==> src/rtl/puf_crp_collector_pkg.sv <==
`default_nettype none
// ============================================================================
//  Module      : puf_pkg
//  Description : Shared types and constants for the arbiter-PUF CRP collector.
//                FSM state encoding, vote-counter sizing helper and the
//                default 64-bit challenge LFSR feedback mask.
//  Revision    : 1.0  initial release
// ============================================================================
package puf_pkg;

  // FSM state encoding, kept as plain constants for legacy tool flows
  typedef logic [2:0] state_t;

  localparam state_t c_IDLE   = 3'd0;
  localparam state_t c_SETTLE = 3'd1;
  localparam state_t c_FIRE   = 3'd2;
  localparam state_t c_SAMPLE = 3'd3;
  localparam state_t c_EMIT   = 3'd4;
  localparam state_t c_HOLD   = 3'd5;

  // Default Galois feedback mask for a 64-bit challenge
  localparam logic [63:0] c_DEFAULT_TAPS = 64'hD800_0000_0000_0000;

  // A vote counter must hold every value from 0 up to the repeat count
  function automatic int vote_width(input int repeats);
    return $clog2(repeats + 1);
  endfunction

endpackage
`default_nettype wire

==> src/rtl/puf_challenge_lfsr.sv <==
`default_nettype none
// ============================================================================
//  Module      : puf_challenge_lfsr
//  Description : Galois LFSR challenge generator. Loads a seed (an all-zero
//                seed is replaced by 1 so the register can never lock up)
//                and advances one step on request. Output is the raw state.
//  Revision    : 1.0  initial release
// ============================================================================
module puf_challenge_lfsr #(
  parameter int           W    = 64,
  parameter logic [W-1:0] TAPS = '1
) (
  input  logic         clk,
  input  logic         rstn,
  input  logic         i_load,
  input  logic [W-1:0] i_seed,
  input  logic         i_step,
  output logic [W-1:0] o_state
);

  logic [W-1:0] r_state;
  logic [W-1:0] w_seed_fix;
  logic [W-1:0] w_next;

  // All-zero is the LFSR's dead state, so substitute 1
  assign w_seed_fix = (i_seed == '0) ? W'(1) : i_seed;

  // Right-shifting Galois step: feedback mask applied when bit 0 falls out
  assign w_next = (r_state >> 1) ^ (r_state[0] ? TAPS : '0);

  // State register: load has priority over step
  always_ff @(posedge clk or negedge rstn) begin
    if (!rstn) begin
      r_state <= '0;
    end else if (i_load) begin
      r_state <= w_seed_fix;
    end else if (i_step) begin
      r_state <= w_next;
    end
  end

  assign o_state = r_state;

endmodule
`default_nettype wire

==> src/rtl/puf_crp_collector.sv <==
`default_nettype none
// ============================================================================
//  Module      : puf_crp_collector
//  Description : Arbiter-PUF initiator. Generates LFSR challenges, fires the
//                launch edge REPEATS times per challenge, majority-votes the
//                synchronised responses and streams out CRPs with a
//                per-bit stability mask over a valid/ready handshake.
//  Revision    : 1.0  initial release
// ============================================================================
module puf_crp_collector
  import puf_pkg::*;
#(
  parameter int                CHAL_W     = 64,
  parameter int                RESP_W     = 8,
  parameter logic [CHAL_W-1:0] TAPS       = c_DEFAULT_TAPS[CHAL_W-1:0],
  parameter int                REPEATS    = 7,
  parameter int                SETTLE_CYC = 16,
  parameter int                EVAL_CYC   = 32
) (
  input  logic              clk,
  input  logic              rstn,
  input  logic              start,
  input  logic [CHAL_W-1:0] seed,
  input  logic [15:0]       num_crp,
  output logic [CHAL_W-1:0] puf_challenge,
  output logic              puf_launch,
  input  logic [RESP_W-1:0] puf_response,
  output logic              crp_valid,
  input  logic              crp_ready,
  output logic [CHAL_W-1:0] crp_challenge,
  output logic [RESP_W-1:0] crp_response,
  output logic [RESP_W-1:0] crp_stable,
  output logic              busy,
  output logic              done
);

  localparam int VW      = vote_width(REPEATS);
  localparam int CNT_MAX = (SETTLE_CYC > EVAL_CYC) ? SETTLE_CYC : EVAL_CYC;
  localparam int CNT_W   = $clog2(CNT_MAX + 1);

  localparam logic [CNT_W-1:0] c_SETTLE_LAST = CNT_W'(SETTLE_CYC - 1);
  localparam logic [CNT_W-1:0] c_EVAL_LAST   = CNT_W'(EVAL_CYC - 1);
  localparam logic [VW-1:0]    c_REP_LAST    = VW'(REPEATS - 1);
  localparam logic [VW-1:0]    c_HALF        = VW'(REPEATS / 2);
  localparam logic [VW-1:0]    c_ALL         = VW'(REPEATS);

  state_t                        r_state;
  logic [CNT_W-1:0]              r_cnt;
  logic [VW-1:0]                 r_rep;
  logic [15:0]                   r_remaining;
  logic [RESP_W-1:0][VW-1:0]     r_vote;
  logic [RESP_W-1:0]             r_sync1;
  logic [RESP_W-1:0]             r_sync2;
  logic                          r_valid;
  logic [CHAL_W-1:0]             r_crp_chal;
  logic [RESP_W-1:0]             r_crp_resp;
  logic [RESP_W-1:0]             r_crp_stable;
  logic                          r_done;

  logic                          w_load;
  logic                          w_accept;
  logic                          w_next_crp;
  logic [CHAL_W-1:0]             w_lfsr_state;
  logic [RESP_W-1:0]             w_vote_resp;
  logic [RESP_W-1:0]             w_vote_stable;

  // A run starts only from IDLE with a non-empty CRP count
  assign w_load     = (r_state == c_IDLE) && start && (num_crp != 16'd0);
  assign w_accept   = (r_state == c_HOLD) && r_valid && crp_ready;
  // Advancing the LFSR here is what keeps the challenge frozen during launches
  assign w_next_crp = w_accept && (r_remaining != 16'd1);

  puf_challenge_lfsr #(
    .W    (CHAL_W),
    .TAPS (TAPS)
  ) u_lfsr (
    .clk     (clk),
    .rstn    (rstn),
    .i_load  (w_load),
    .i_seed  (seed),
    .i_step  (w_next_crp),
    .o_state (w_lfsr_state)
  );

  // Two-flop synchroniser for the asynchronous arbiter outputs
  always_ff @(posedge clk or negedge rstn) begin
    if (!rstn) begin
      r_sync1 <= '0;
      r_sync2 <= '0;
    end else begin
      r_sync1 <= puf_response;
      r_sync2 <= r_sync1;
    end
  end

  // Per-bit vote counters: cleared per challenge, accumulated in SAMPLE
  always_ff @(posedge clk or negedge rstn) begin
    if (!rstn) begin
      r_vote <= '0;
    end else if (w_load || w_next_crp) begin
      r_vote <= '0;
    end else if (r_state == c_SAMPLE) begin
      for (int i = 0; i < RESP_W; i++) begin
        r_vote[i] <= r_vote[i] + VW'(r_sync2[i]);
      end
    end
  end

  // Majority decision and unanimity mask from the finished vote counts
  always_comb begin
    w_vote_resp   = '0;
    w_vote_stable = '0;
    for (int i = 0; i < RESP_W; i++) begin
      w_vote_resp[i]   = (r_vote[i] > c_HALF);
      w_vote_stable[i] = (r_vote[i] == '0) || (r_vote[i] == c_ALL);
    end
  end

  // Main sequencer: settle / fire / sample per repeat, then emit and hold
  always_ff @(posedge clk or negedge rstn) begin
    if (!rstn) begin
      r_state      <= c_IDLE;
      r_cnt        <= '0;
      r_rep        <= '0;
      r_remaining  <= '0;
      r_valid      <= 1'b0;
      r_crp_chal   <= '0;
      r_crp_resp   <= '0;
      r_crp_stable <= '0;
      r_done       <= 1'b0;
    end else begin
      r_done <= 1'b0;
      case (r_state)
        c_IDLE: begin
          if (start) begin
            if (num_crp != 16'd0) begin
              r_remaining <= num_crp;
              r_rep       <= '0;
              r_cnt       <= '0;
              r_state     <= c_SETTLE;
            end else begin
              r_done <= 1'b1;
            end
          end
        end
        c_SETTLE: begin
          if (r_cnt == c_SETTLE_LAST) begin
            r_cnt   <= '0;
            r_state <= c_FIRE;
          end else begin
            r_cnt <= r_cnt + CNT_W'(1);
          end
        end
        c_FIRE: begin
          if (r_cnt == c_EVAL_LAST) begin
            r_cnt   <= '0;
            r_state <= c_SAMPLE;
          end else begin
            r_cnt <= r_cnt + CNT_W'(1);
          end
        end
        c_SAMPLE: begin
          if (r_rep == c_REP_LAST) begin
            r_state <= c_EMIT;
          end else begin
            r_rep   <= r_rep + VW'(1);
            r_state <= c_SETTLE;
          end
        end
        c_EMIT: begin
          r_crp_chal   <= w_lfsr_state;
          r_crp_resp   <= w_vote_resp;
          r_crp_stable <= w_vote_stable;
          r_valid      <= 1'b1;
          r_state      <= c_HOLD;
        end
        c_HOLD: begin
          if (w_accept) begin
            r_valid     <= 1'b0;
            r_remaining <= r_remaining - 16'd1;
            if (r_remaining == 16'd1) begin
              r_done  <= 1'b1;
              r_state <= c_IDLE;
            end else begin
              r_rep   <= '0;
              r_cnt   <= '0;
              r_state <= c_SETTLE;
            end
          end
        end
        default: begin
          r_state <= c_IDLE;
        end
      endcase
    end
  end

  assign puf_challenge = w_lfsr_state;
  assign puf_launch    = (r_state == c_FIRE) || (r_state == c_SAMPLE);
  assign crp_valid     = r_valid;
  assign crp_challenge = r_crp_chal;
  assign crp_response  = r_crp_resp;
  assign crp_stable    = r_crp_stable;
  assign busy          = (r_state != c_IDLE);
  assign done          = r_done;

endmodule
`default_nettype wire
==> config.mk <==
export PLATFORM = sky130hd
export DESIGN_NAME = puf_crp_collector
export DESIGN_NICKNAME = d
export VERILOG_FILES = /design/src/rtl/puf_crp_collector_pkg.sv /design/src/rtl/puf_challenge_lfsr.sv /design/src/rtl/puf_crp_collector.sv
export SDC_FILE = /design/constraint.sdc
export NUM_CORES = 1
export LEC_CHECK = 0
export BUFFER_PORTS_ARGS = -buffer_cell sky130_fd_sc_hd__clkbuf_2
export CAP_MARGIN = 30
export CORE_MARGIN = 2
export CORE_UTILIZATION = 43
export CTS_CLUSTER_DIAMETER = 100
export DETAILED_ROUTE_END_ITERATION = 10
export PLACE_DENSITY = 0.68
export SLEW_MARGIN = 30
export SYNTH_ARGS = -nofsm -noshare
export SYNTH_HDL_FRONTEND = slang
export SYNTH_HIERARCHICAL = 1
export SYNTH_SLANG_ARGS = --single-unit
==> constraint.sdc <==
create_clock -name clk -period 2.6 [get_ports clk]
set_input_delay 0.13 -clock clk [delete_from_list [all_inputs] [get_ports clk]]
set_output_delay 0.13 -clock clk [all_outputs]
set_load 0.01 [all_outputs]
* Word level (Yosys, flattened, before mapping)
Cells that the tools add are included.
** Word-level totals
- Input port bits :: 92
- Register bits :: 214
- Output and inout port bits :: 148
- Logic and storage cells :: 141
** Cells by class
- Reductions and logical operators :: 38
- Multiplexer cells :: 38
- Eq/ne operators :: 25
- Order comparisons :: 8
- $add $sub $neg :: 11
- Bitwise logic cells :: 1
** Operators by type and width (count)
- 64-bit two-way mux :: 4
- 64-bit zero test :: 1
- 63-bit by 64-bit bitwise XOR with 64-bit output :: 1
- 16-bit two-way mux :: 3
- 24-bit two-way mux :: 2
- 6-bit two-way mux :: 6
- 3-bit == test (second input constant) :: 11
- 3-bit two-way mux :: 11
- 16-bit one-hot mux with 2 select lines :: 1
- 3-bit zero test :: 9
- 3-bit by 1-bit adder with 3-bit output :: 8
- 3-bit by 2-bit > comparator with 1-bit output (second input constant) :: 8
- 6-bit one-hot mux with 4 select lines :: 1
- 3-bit one-hot mux with 6 select lines :: 1
- 16-bit by 1-bit == test with 1-bit output (second input constant) :: 1
- 16-bit by 1-bit != test with 1-bit output (second input constant) :: 1
- 16-bit nonzero test :: 1
- 16-bit by 1-bit subtractor with 16-bit output (second input constant) :: 1
- 2-bit != test (second input constant) :: 6
- 1-bit logical OR :: 10
- 5-bit AND reduction :: 2
- 3-bit one-hot mux with 3 select lines :: 1
- 2-bit nonzero test :: 4
- 6-bit by 1-bit adder with 6-bit output (second input constant) :: 1
- other kinds (14) :: 26

* Longest topological paths before layout
Gate-level depths: netlist (run 1).
- Depth in word-level cells :: 6
- Mapped depth :: 10
- Mapped depth without buffers :: 8

* Modules after synthesis
Netlist (run 1), hierarchy kept.
** By module, submodules not included
- puf_crp_collector :: area each 6542.5 µm², sequential area each 3753.6 µm², times used 1, cells an instance 565
- puf_challenge_lfsr :: area each 3060.4 µm², sequential area each 1601.5 µm², times used 1, cells an instance 306

* Worst setup path after synthesis (run 1)
No wires, ideal clock.
- Kind :: reg2reg
- Start point :: reg r_state[2]
- End point :: reg u_lfsr.r_state[50], in the netlist u_lfsr/o_state[50]
- Path buffers :: 5
- Path slack :: 526 ps
- Stages on the path, launching flop included :: 11
- Data required time :: 2465 ps
- Setup time :: 135 ps
- Clock period less this slack :: 2074 ps
- Arrival :: 1940 ps
- Cells stage by stage :: dfrtp_1 -> buf_2 -> and3b_1 -> clkbuf_1 -> nand3_1 -> nor2_1 -> buf_2 -> buf_2 -> buf_2 -> mux2i_1 -> o21ai_0
** Between the ends
- Cells in the longest elaborated chain, start to end :: 5
- Elaborated cells on any way between the ends :: 9
- Classes of those cells :: eq/ne (1); mux (1); reduce/logical (7)
** RTL lines
- start: declaration :: line puf_crp_collector.sv:47 : state_t r_state;
- start signal: assignment :: line puf_crp_collector.sv:122 : r_state <= c_IDLE;
- start signal: assignment :: line puf_crp_collector.sv:140 : r_state <= c_SETTLE;
- start signal: assignment :: line puf_crp_collector.sv:149 : r_state <= c_FIRE;
- 3-bit == test :: line puf_crp_collector.sv:69 : assign w_accept = (r_state == c_HOLD) && r_valid && crp_ready;
- 1-bit logical AND (2 in a row) :: line puf_crp_collector.sv:69
- 1-bit logical AND :: line puf_crp_collector.sv:71 : assign w_next_crp = w_accept && (r_remaining != 16'd1);
- via w_next_crp :: line puf_crp_collector.sv:62 : logic w_next_crp;
- 2-bit nonzero test (no line)
- end signal: assignment :: line puf_challenge_lfsr.sv:36 : r_state <= w_seed_fix;
- end signal: assignment :: line puf_challenge_lfsr.sv:38 : r_state <= w_next;
- end: declaration :: line puf_challenge_lfsr.sv:21 : logic [W-1:0] r_state;
The timed path passes the listed nets, and every way through them passes these cells.
A chain may end at the register's enable or synchronous reset.

* Worst setup path in the final report (run 1)
- Start point :: reg r_remaining[1]
- End point :: reg u_lfsr.r_state[41], in the netlist u_lfsr/o_state[41]
** Between the ends
- Cells in the longest elaborated chain, start to end :: 3
** RTL lines
- start: declaration :: line puf_crp_collector.sv:50 : logic [15:0] r_remaining;
- start signal: assignment :: line puf_crp_collector.sv:137 : r_remaining <= num_crp;
- start signal: assignment :: line puf_crp_collector.sv:180 : r_remaining <= r_remaining - 16'd1;
- 16-bit by 1-bit != test with 1-bit output :: line puf_crp_collector.sv:71
- 1-bit logical AND :: line puf_crp_collector.sv:71
- via w_next_crp :: line puf_crp_collector.sv:62
- 2-bit nonzero test (no line)
The timed path passes the listed nets, and every way through them passes these cells.

==> results.sh, run 1 <==
export IMPL_dr_pass1_iters=5
export IMPL_first_iter_violations=526
export IMPL_max_cap_violations=0
export IMPL_core_um2=21900
export IMPL_synthDistinctLibCells=53
export IMPL_die_width_um=153
export IMPL_async_reset_ff_frac=1.00
export IMPL_pwr_share_comb=0.043
export IMPL_netlist_area_um2=9600
export IMPL_grt_pass1_wl_um=41000
export IMPL_clkPwrFrac=0.477
export IMPL_grt_start_max_net_pins=102
export IMPL_whs_ns=0.0158
export IMPL_wl_um=25100
export IMPL_powerDensity_nw_per_um2=541
export IMPL_grtUsageTotal=0.211
export IMPL_num_io_pins=240
export IMPL_cts_resized_gates=0
export IMPL_crit_slowest_cell="dfrtp_1"
export IMPL_rsz0062_at_grt="no"
export IMPL_yosysWarningCount=6
export IMPL_drive_gt1_frac=0.318
export IMPL_final_cell_count_no_fill=1497
export IMPL_clock_latency_ns=0.52
export IMPL_end_kind="flop"
export IMPL_final_nets=1312
export IMPL_finalSetupTns_ns=0
export IMPL_grt_pass1_vias=7879
export IMPL_crit_family="simple AND/OR/NAND/NOR gates"
export IMPL_routed_via_count=7948
export IMPL_ys_flop_type="dfrtp_1"
export IMPL_max_freq_ghz=0.437
export IMPL_syn_avg_cell_area_um2=11.0
export IMPL_cp_data_arrival_time_ns=2.66
export IMPL_post_route_period_util=0.880
export IMPL_hold_violations=0
export IMPL_crit_chain="inv_1, ha_1, nor4b_1, and4_1, nor2_4, buf_16, buf_12, mux2i_1, o21ai_0"
export IMPL_ant_nets=0
export IMPL_status="complete, no violations"
export IMPL_dp_hpwl_um=16600
export IMPL_syn_inst=871
export IMPL_die_area_um2=23500
export IMPL_ys_seq_area_frac=0.558
export IMPL_slew_headroom=0.606
export IMPL_cts_setup_buffers=0
export IMPL_viasPerCell=5.31
export IMPL_cp_num_buf_inv=3
export IMPL_ys_ff_latch=214
export IMPL_setup_slack_ns=0.313
export IMPL_critical_path_class="reg -> reg"
export IMPL_fin_crit_ns=2.29
export IMPL_min_path_type="in -> reg"
export IMPL_num_rows=54
export IMPL_clock_skew_ns=0.0218
export IMPL_setup_viol=0
export IMPL_synth_fp_nets=984
export IMPL_antenna_found_initial=1
export IMPL_clockBufferDepth=3
export IMPL_cellLeakagePower_uw=0.00616
export IMPL_die_y_um=153
export IMPL_cts_tree="done"
export IMPL_max_stage_delay_ns=0.36
export IMPL_placedCellCount=1367
export IMPL_area_delta_synth_final_pct=34.3
export IMPL_numCtsBuffers=24
export IMPL_ir_worst_vdd_uv=376
export IMPL_switching_share=0.212
export IMPL_power_share_sequential=0.480
export IMPL_initial_core_util=0.439
export IMPL_cts_root_buf="clkbuf_16"
export IMPL_gp_congestion=0.852
export IMPL_drc=0
export IMPL_cp_required_ns=2.97
export IMPL_cts_sinks=214
export IMPL_clk_pin_slew_worst_paths_ns=0.06
export IMPL_internal_power_uw=5500
export IMPL_tightest_slew_ns=0.592
export IMPL_h_tree_depth=1
export IMPL_pre_cts_ws_ns=0.0625
export IMPL_drv_slew=0
export IMPL_crit_fanout=25
export IMPL_wire_per_inst_um=16.8
export IMPL_switchingPower_uw=1480
export IMPL_io_buffers=239
export IMPL_cp_start_kind="flop"
export IMPL_overflow=0
export IMPL_postLayoutCoreUtil=0.589
export IMPL_synth_edf_count=0
[cells by family (layout without fill, tap and decap cells)]
family                     Yosys count  after routing  share of synthesized area
adders and majority gates           21             21                     0.0274
muxes                              134            134                      0.149
buffers and inverters               63            408                     0.0265
xor gates and xnor gates            12             12                     0.0109
and+or+nand+nor                    251            251                      0.123
other                                0              1                          0
DFF                                214            214                      0.558
AOI/OAI and AO/OA                  176            176                      0.105
[layer usage]
layer	track usage	share of wire	routed length (um)	vias up
met5	0	0	0	-
met4	0.0686	0.027	680	0
met3	0.0329	0.051	1280	61
met2	0.350	0.48	12100	251
met1	0.287	0.44	11100	3859
li1	-	-	-	3777
[worst min-delay path, cell delays in order]
cell and delay [ns]:
clkbuf_2 0.12, a22oi_1 0.08, o21ai_0 0.15
[timing repair]
item | in CTS | in global routing
hold endpoints to repair | 141 | 0
setup endpoints to repair | 0 | 0
hold buffers | 85 | 0
[cell usage after synthesis, types with 3 or more instances]
library cell,number,share of area
mux2i_1,61,0.064
nand3_1,16,0.0083
nor2_1,40,0.016
or4_1,4,0.0031
nor4_1,24,0.016
nand4_1,7,0.0046
xnor2_1,4,0.0036
buf_2,14,0.0073
o21ai_0,88,0.046
nor2b_1,3,0.0020
nand2b_1,3,0.0020
o22ai_1,3,0.0020
a21oi_1,37,0.019
nor3_1,7,0.0036
mux2_2,73,0.086
a211o_1,3,0.0027
clkbuf_1,36,0.014
o21a_1,3,0.0023
dfrtp_1,214,0.56
nand2_1,121,0.047
or3_1,8,0.0052
and2_1,5,0.0033
o22a_1,5,0.0046
xor2_1,8,0.0073
ha_1,21,0.027
a22oi_1,4,0.0031
a31oi_1,17,0.011
inv_1,13,0.0051
[layout make-up]
type | instances | area (um2)
inverters | 13 | 50.0
flip-flops and latches | 214 | 5360
fillers | 1831 | 9000
diodes | 1 | 2.50
repair buffers | 352 | 2350
clock inverters | 6 | 57.6
well taps | 280 | 350
clock buffers | 37 | 721
multi-input cells | 594 | 4010
[state kept, by name, indices dropped and copies added, names as in the netlist, 3 cells and up]
signal	flops
r_state	3
r_sync1	8
r_cnt	6
crp_stable	8
r_rep	3
crp_challenge	64
r_vote	24
crp_response	8
r_remaining	16
r_sync2	8
u_lfsr/o_state	64
[power by group through the flow]
| stage | registers (uW) | logic [uW] | clock network (uW) |
|---|---|---|---|
| 2_1_floorplan | 3410 | 20.7 | 0 |
| 3_3_place_gp | 3410 | 198 | 0 |
| 3_5_place_dp | 3410 | 199 | 0 |
| 4_1_cts | 3350 | 304 | 3400 |
| 5_1_grt | 3350 | 334 | 3560 |
| 6_report | 3350 | 299 | 3330 |
[metrics by stage]
stage | cell area [um2] | total power [uW]
after CTS | 12900 | 7050
after floorplan | 9600 | 3430
after global placement | 11200 | 3610
after global routing | 12900 | 7240
after detailed placement | 11200 | 3610
final | 12900 | 6980
[path summary, 6_finish.rpt]
kind                                     start                  to  slack [ns]  cells after the start
worst min-delay path               num_crp[13]     r_remaining[13]        0.02                      3
min in group asynchronous                 rstn     crp_response[5]        0.16                      2
worst max register to register  r_remaining[1]  u_lfsr/o_state[41]        0.31                      9
max in group asynchronous                 rstn    crp_challenge[2]        1.61                      3
worst max-delay path            r_remaining[1]  u_lfsr/o_state[41]        0.31                      9
worst min register to register      r_sync1[3]          r_sync2[3]        0.35                      0
[cells in the final DEF, fill, tap and decap left out, types with 8 or more instances in the layout]
cell             n
a21oi_1         37
a31oi_1         17
buf_4           22
clkbuf_16       25
clkbuf_2       238
dfrtp_1        214
dlygate4sd3_1   85
ha_1            21
inv_1           12
mux2_2          73
mux2i_1         61
nand2_1        121
nand3_1         16
nor2_1          39
nor4_1          24
o21ai_0         88
or3_1            8
xor2_1           8
(Power assumes the default switching activity.)
==> run 2: changes to the inputs <==
CORE_UTILIZATION = 40   (was 43)
PLACE_DENSITY = 0.64   (was 0.68)
SETUP_SLACK_MARGIN = 0.1   (was not set)
==> run 2 against run 1 <==
Effect of this change: cell count up 3.1%; die area up 7.3%; non-clock buffer count up 6; register-to-register slack better by 0.07 ns; sequential power about the same; critical path type unchanged; largest power group is now the clock network.
==> results.sh, run 2 (same netlist as run 1, synthesis figures left out) <==
export IMPL_status="complete, no violations"
export IMPL_dp_hpwl_um=17400
export IMPL_clock_latency_ns=0.53
export IMPL_post_route_period_util=0.852
export IMPL_rr_endpoint="u_lfsr/o_state[57]"
export IMPL_rr_startpoint="r_remaining[1]"
export IMPL_clkPwrFrac=0.501
export IMPL_h_tree_depth=1
export IMPL_ir_worst_vdd_uv=457
export IMPL_wl_um=26100
export IMPL_die_width_um=159
export IMPL_worstHoldStart="num_crp[1]"
export IMPL_first_iter_violations=509
export IMPL_viasPerCell=5.20
export IMPL_crit_fanout=14
export IMPL_powerDensity_nw_per_um2=558
export IMPL_switching_share=0.212
export IMPL_max_freq_ghz=0.452
export IMPL_wire_per_inst_um=16.9
export IMPL_cts_sinks=214
export IMPL_final_nets=1319
export IMPL_critical_path_class="reg -> reg"
export IMPL_cp_data_arrival_time_ns=2.61
export IMPL_die_area_um2=25300
export IMPL_min_path_cells=5
export IMPL_overflow=0
export IMPL_cts_tree="done"
export IMPL_cp_num_buf_inv=2
export IMPL_max_cap_violations=0
export IMPL_finalSetupTns_ns=0
export IMPL_grt_pass1_wl_um=42500
export IMPL_cp_start_kind="flop"
export IMPL_antenna_found_initial=1
export IMPL_dr_pass1_iters=5
export IMPL_rsz0062_at_grt="no"
export IMPL_cp_required_ns=3.00
export IMPL_setup_viol=0
export IMPL_grt_pass1_vias=7910
export IMPL_initial_core_util=0.408
export IMPL_reg2reg_slack_ns=0.39
export IMPL_holdPathEnd="r_remaining[1]"
export IMPL_hold_violations=0
export IMPL_drv_slew=0
export IMPL_clock_skew_ns=0.0221
export IMPL_cts_root_buf="clkbuf_16"
export IMPL_end_kind="flop"
export IMPL_crit_chain="inv_1, ha_1, nor4b_1, and4_1, nor2_4, buf_4, mux2i_1, o21ai_0"
export IMPL_crit_slowest_cell="and4_1"
export IMPL_io_buffers=239
export IMPL_pwr_share_comb=0.041
export IMPL_reg2regPathDepth=8
export IMPL_placed_area_um2=11300
export IMPL_drive_gt1_frac=0.325
export IMPL_fin_crit_ns=2.21
export IMPL_final_cell_mix="238 x clkbuf_2, 214 x dfrtp_1, 121 x nand2_1, 88 x o21ai_0, 86 x dlygate4sd3_1"
export IMPL_cellLeakagePower_uw=0.00623
export IMPL_grtUsageTotal=0.204
export IMPL_crit_family="simple AND/OR/NAND/NOR gates"
export IMPL_layout_commonest_cell="clkbuf_2"
export IMPL_final_cell_count_no_fill=1544
export IMPL_die_y_um=159
export IMPL_placedCellCount=1408
export IMPL_max_stage_delay_ns=0.43
export IMPL_grt_start_max_net_pins=71
export IMPL_internal_power_uw=5760
export IMPL_numCtsBuffers=24
export IMPL_clockBufferDepth=3
export IMPL_core_um2=23500
export IMPL_tightest_slew_ns=0.785
export IMPL_ant_nets=0
export IMPL_gp_congestion=0.885
export IMPL_power_share_sequential=0.458
export IMPL_slew_headroom=0.476
export IMPL_num_rows=56
export IMPL_num_io_pins=240
export IMPL_final_area_um2=13100
export IMPL_routed_via_count=8023
export IMPL_clk_pin_slew_worst_paths_ns=0.06
export IMPL_area_delta_synth_final_pct=36.4
export IMPL_min_path_type="in -> reg"
export IMPL_drc=0
export IMPL_switchingPower_uw=1550
==> run 2: changes by cell type in the layout (fill, tap and decap cells not counted), moves of 2 or more <==
cell,change
buf_4,+4
clkbuf_8,-4
clkbuf_1,-3
bufinv_16,+4
clkinv_4,+2
buf_12,+2
==> run 2: worst min-delay path, delay by kind of cell <==
family,cells,cell delay [ns]
and+or+nand+nor,2,0.19
AOI/OAI and AO/OA,2,0.10
buffers and inverters,1,0.09
==> run 2: layout make-up <==
| type | instances | area (um2) |
|---|---|---|
| diodes | 1 | 2.50 |
| clock buffers | 30 | 643 |
| multi-input cells | 595 | 4030 |
| fillers | 2034 | 10400 |
| flip-flops and latches | 214 | 5360 |
| repair buffers | 358 | 2400 |
| clock inverters | 14 | 219 |
| inverters | 13 | 50.0 |
| well taps | 319 | 399 |
==> run 2: what timing repair did <==
item | in CTS | in global routing
hold endpoints to repair | 207 | 0
hold buffers | 86 | 0
buffers inserted | 0 | 4
cloned | 1 | 0
pin swaps | 1 | 1
resized for setup | 0 | 0
setup endpoints to repair | 1 | 3
==> run 2: worst max-delay path by stage <==
| stage | start | end | slack (ns) | cells after the start |
|---|---|---|---|---|
| 2_1_floorplan | r_state[2] | u_lfsr/o_state[50] | 0.53 | 10 |
| 3_3_place_gp | r_remaining[1] | u_lfsr/o_state[54] | 0.16 | 8 |
| 3_5_place_dp | r_remaining[1] | u_lfsr/o_state[58] | 0.09 | 8 |
| 4_1_cts | r_remaining[1] | u_lfsr/o_state[57] | 0.18 | 8 |
| 5_1_grt | r_remaining[1] | u_lfsr/o_state[57] | 0.19 | 8 |
| 6_report | r_remaining[1] | u_lfsr/o_state[57] | 0.39 | 8 |
==> run 2: per-stage QoR <==
step	setup slack [ns]	hold WS (ns)	power (uW)	util
5_1_grt	0.190	0.0830	7590	0.556
3_3_place_gp	0.163	0.0927	3610	0.481
3_5_place_dp	0.0908	0.0884	3610	0.482
4_1_cts	0.182	0.0294	7430	0.555
2_1_floorplan	0.526	-0.166	3430	-
6_report	0.386	0.0427	7310	0.556
==> run 2: metal layers <==
metal / vias to the layer above / global-route usage / wire length [um]
li1: 3804 / - / -
met1: 3918 / 0.279 / 11600
met2: 254 / 0.341 / 12600
met3: 47 / 0.0289 / 1230
met4: 0 / 0.0607 / 668
met5: - / 0 / 0
==> run 2: power groups by stage <==
| stage | registers [uW] | logic (uW) | clock network [uW] |
|---|---|---|---|
| floorplan | 3410 | 20.7 | 0 |
| global placement | 3410 | 200 | 0 |
| detailed placement | 3410 | 199 | 0 |
| CTS | 3350 | 306 | 3770 |
| global route | 3350 | 335 | 3910 |
| finish | 3350 | 302 | 3660 |
==> run 3: changes to the inputs <==
CTS_BUF_LIST = sky130_fd_sc_hd__clkbuf_8   (was not set)
==> run 3 against run 2 <==
Effect of this change: first-iteration DRC count fell by 5.5%; die area did not move; via count rose by 0.26%; critical endpoint unchanged; core utilization fell by 0.37 points; maximum frequency fell by 0.53%; critical path depth did not move; clock-buffer cell count rose by 19; register-to-register slack barely moved; wire length barely moved; non-clock buffer count rose by 4; worst hold slack improved by 0.0068 ns; sequential share of layout area rose by 0.28 points.
==> results.sh, run 3 (same netlist as run 1, synthesis figures left out) <==
export IMPL_cp_start_kind="flop"
export IMPL_hold_violations=0
export IMPL_tightest_slew_ns=0.782
export IMPL_wire_per_inst_um=16.6
export IMPL_critical_path_class="reg -> reg"
export IMPL_final_cell_mix="238 x clkbuf_2, 214 x dfrtp_1, 121 x nand2_1, 88 x o21ai_0, 86 x dlygate4sd3_1"
export IMPL_wl_met2_um=12500
export IMPL_antenna_found_initial=0
export IMPL_numCtsBuffers=39
export IMPL_max_freq_ghz=0.449
export IMPL_dr_wl_met3_um=1310
export IMPL_io_buffers=239
export IMPL_final_nets=1338
export IMPL_diodes=0
export IMPL_drc=0
export IMPL_initial_core_util=0.408
export IMPL_end_kind="flop"
export IMPL_ant_nets=0
export IMPL_powerDensity_nw_per_um2=514
export IMPL_rsz0062_at_grt="no"
export IMPL_min_path_type="in -> reg"
export IMPL_slew_headroom=0.478
export IMPL_viasPerCell=5.13
export IMPL_grt_pass1_vias=8040
export IMPL_clk_pin_slew_worst_paths_ns=0.06
export IMPL_wl_um=26100
export IMPL_fin_crit_ns=2.23
export IMPL_dr_pass1_iters=5
export IMPL_cellLeakagePower_uw=0.00625
export IMPL_placedCellCount=1408
export IMPL_clock_skew_ns=0.0194
export IMPL_highest_layer="met4"
export IMPL_gp_congestion=0.885
export IMPL_layout_commonest_cell="clkbuf_2"
export IMPL_cts_root_buf="clkbuf_8"
export IMPL_cts_resized_gates=0
export IMPL_cp_data_arrival_time_ns=2.61
export IMPL_setup_viol=0
export IMPL_crit_fanout=14
export IMPL_h_tree_depth=2
export IMPL_pre_cts_ws_ns=0.0908
export IMPL_cts_tree="done"
export IMPL_core_um2=23500
export IMPL_cp_required_ns=2.99
export IMPL_cts_sinks=214
export IMPL_die_y_um=159
export IMPL_post_route_period_util=0.856
export IMPL_first_iter_violations=481
export IMPL_area_delta_synth_final_pct=35.5
export IMPL_final_cell_count_no_fill=1568
export IMPL_dp_hpwl_um=17400
export IMPL_die_area_um2=25300
export IMPL_drive_gt1_frac=0.335
export IMPL_grt_start_max_net_pins=71
export IMPL_num_io_pins=240
export IMPL_finalSetupTns_ns=0
export IMPL_postLayoutCoreUtil=0.553
export IMPL_num_rows=56
export IMPL_routed_via_count=8044
export IMPL_status="complete, no violations"
export IMPL_grtUsageTotal=0.206
export IMPL_ir_worst_vdd_uv=320
export IMPL_overflow=0
export IMPL_setup_slack_ns=0.374
export IMPL_total_power_uw=6690
export IMPL_grt_pass1_wl_um=42600
export IMPL_die_width_um=159
export IMPL_met1_length_um=11600
export IMPL_drv_slew=0
export IMPL_clockBufferDepth=3
export IMPL_clock_latency_ns=0.51
export IMPL_max_cap_violations=0
-- run 3: changes by cell type in the layout (fill, tap and decap cells not counted), sizes merged --
| cell | delta |
|---|---|
| buf | +4 |
| inv | +8 |
| clkinvlp | -1 |
| bufinv | -5 |
| clkbuf | +19 |
| diode | -1 |
-- run 3: critical path, cell delays in order (launching register included) --
cell and delay [ns]:
dfrtp_1 0.36, inv_1 0.07, ha_1 0.18, nor4b_1 0.15
and4_1 0.25, nor2_4 0.42, buf_4 0.34, mux2i_1 0.23
o21ai_0 0.09
-- run 3: final timing paths --
kind,to,cells after the start,slack [ns],startpoint
setup / recovery,u_lfsr/o_state[57],8,0.37,r_remaining[1]
hold / removal,r_remaining[1],5,0.05,num_crp[1]
setup reg to reg,u_lfsr/o_state[57],8,0.37,r_remaining[1]
hold reg to reg,r_sync2[6],0,0.35,r_sync1[6]
max in group asynchronous,crp_challenge[43],3,1.63,rstn
min in group asynchronous,u_lfsr/o_state[56],2,0.15,rstn
-- run 3: metal layers --
metal | GRT usage | up-vias
met4 | 0.0624 | 0
met1 | 0.278 | 3910
met3 | 0.0378 | 51
met2 | 0.341 | 255
li1 | - | 3828
met5 | 0 | -
-- run 3: per-stage QoR --
step | cell area, um2 | hold slack (ns)
2_1_floorplan | 9600 | -0.166
3_3_place_gp | 11300 | 0.0927
3_5_place_dp | 11300 | 0.0884
4_1_cts | 12900 | 0.0155
5_1_grt | 13000 | 0.0735
6_report | 13000 | 0.0494
-- run 3: final cells by class --
| class | count | area, um2 |
|---|---|---|
| clock buffer | 49 | 674 |
| clock inverter | 16 | 72.6 |
| fill | 2067 | 10500 |
| inverter | 13 | 50.0 |
| multi-input combinational | 595 | 4030 |
| sequential | 214 | 5360 |
| tap | 319 | 399 |
| timing repair buffer | 362 | 2430 |
-- run 3: what timing repair did --
item	4_1_cts	5_1_grt
endpoints found under the hold margin	183	0
buffers inserted	0	8
cloned	1	0
endpoints found under the setup margin	7	2
pin swaps	1	1
hold buffers	86	0
-- run 3: where the power goes --
group / switching, uW / internal (uW)
Sequential: 5.22 / 3350
Clock: 1350 / 1690
Combinational: 147 / 154
Total: 1500 / 5190
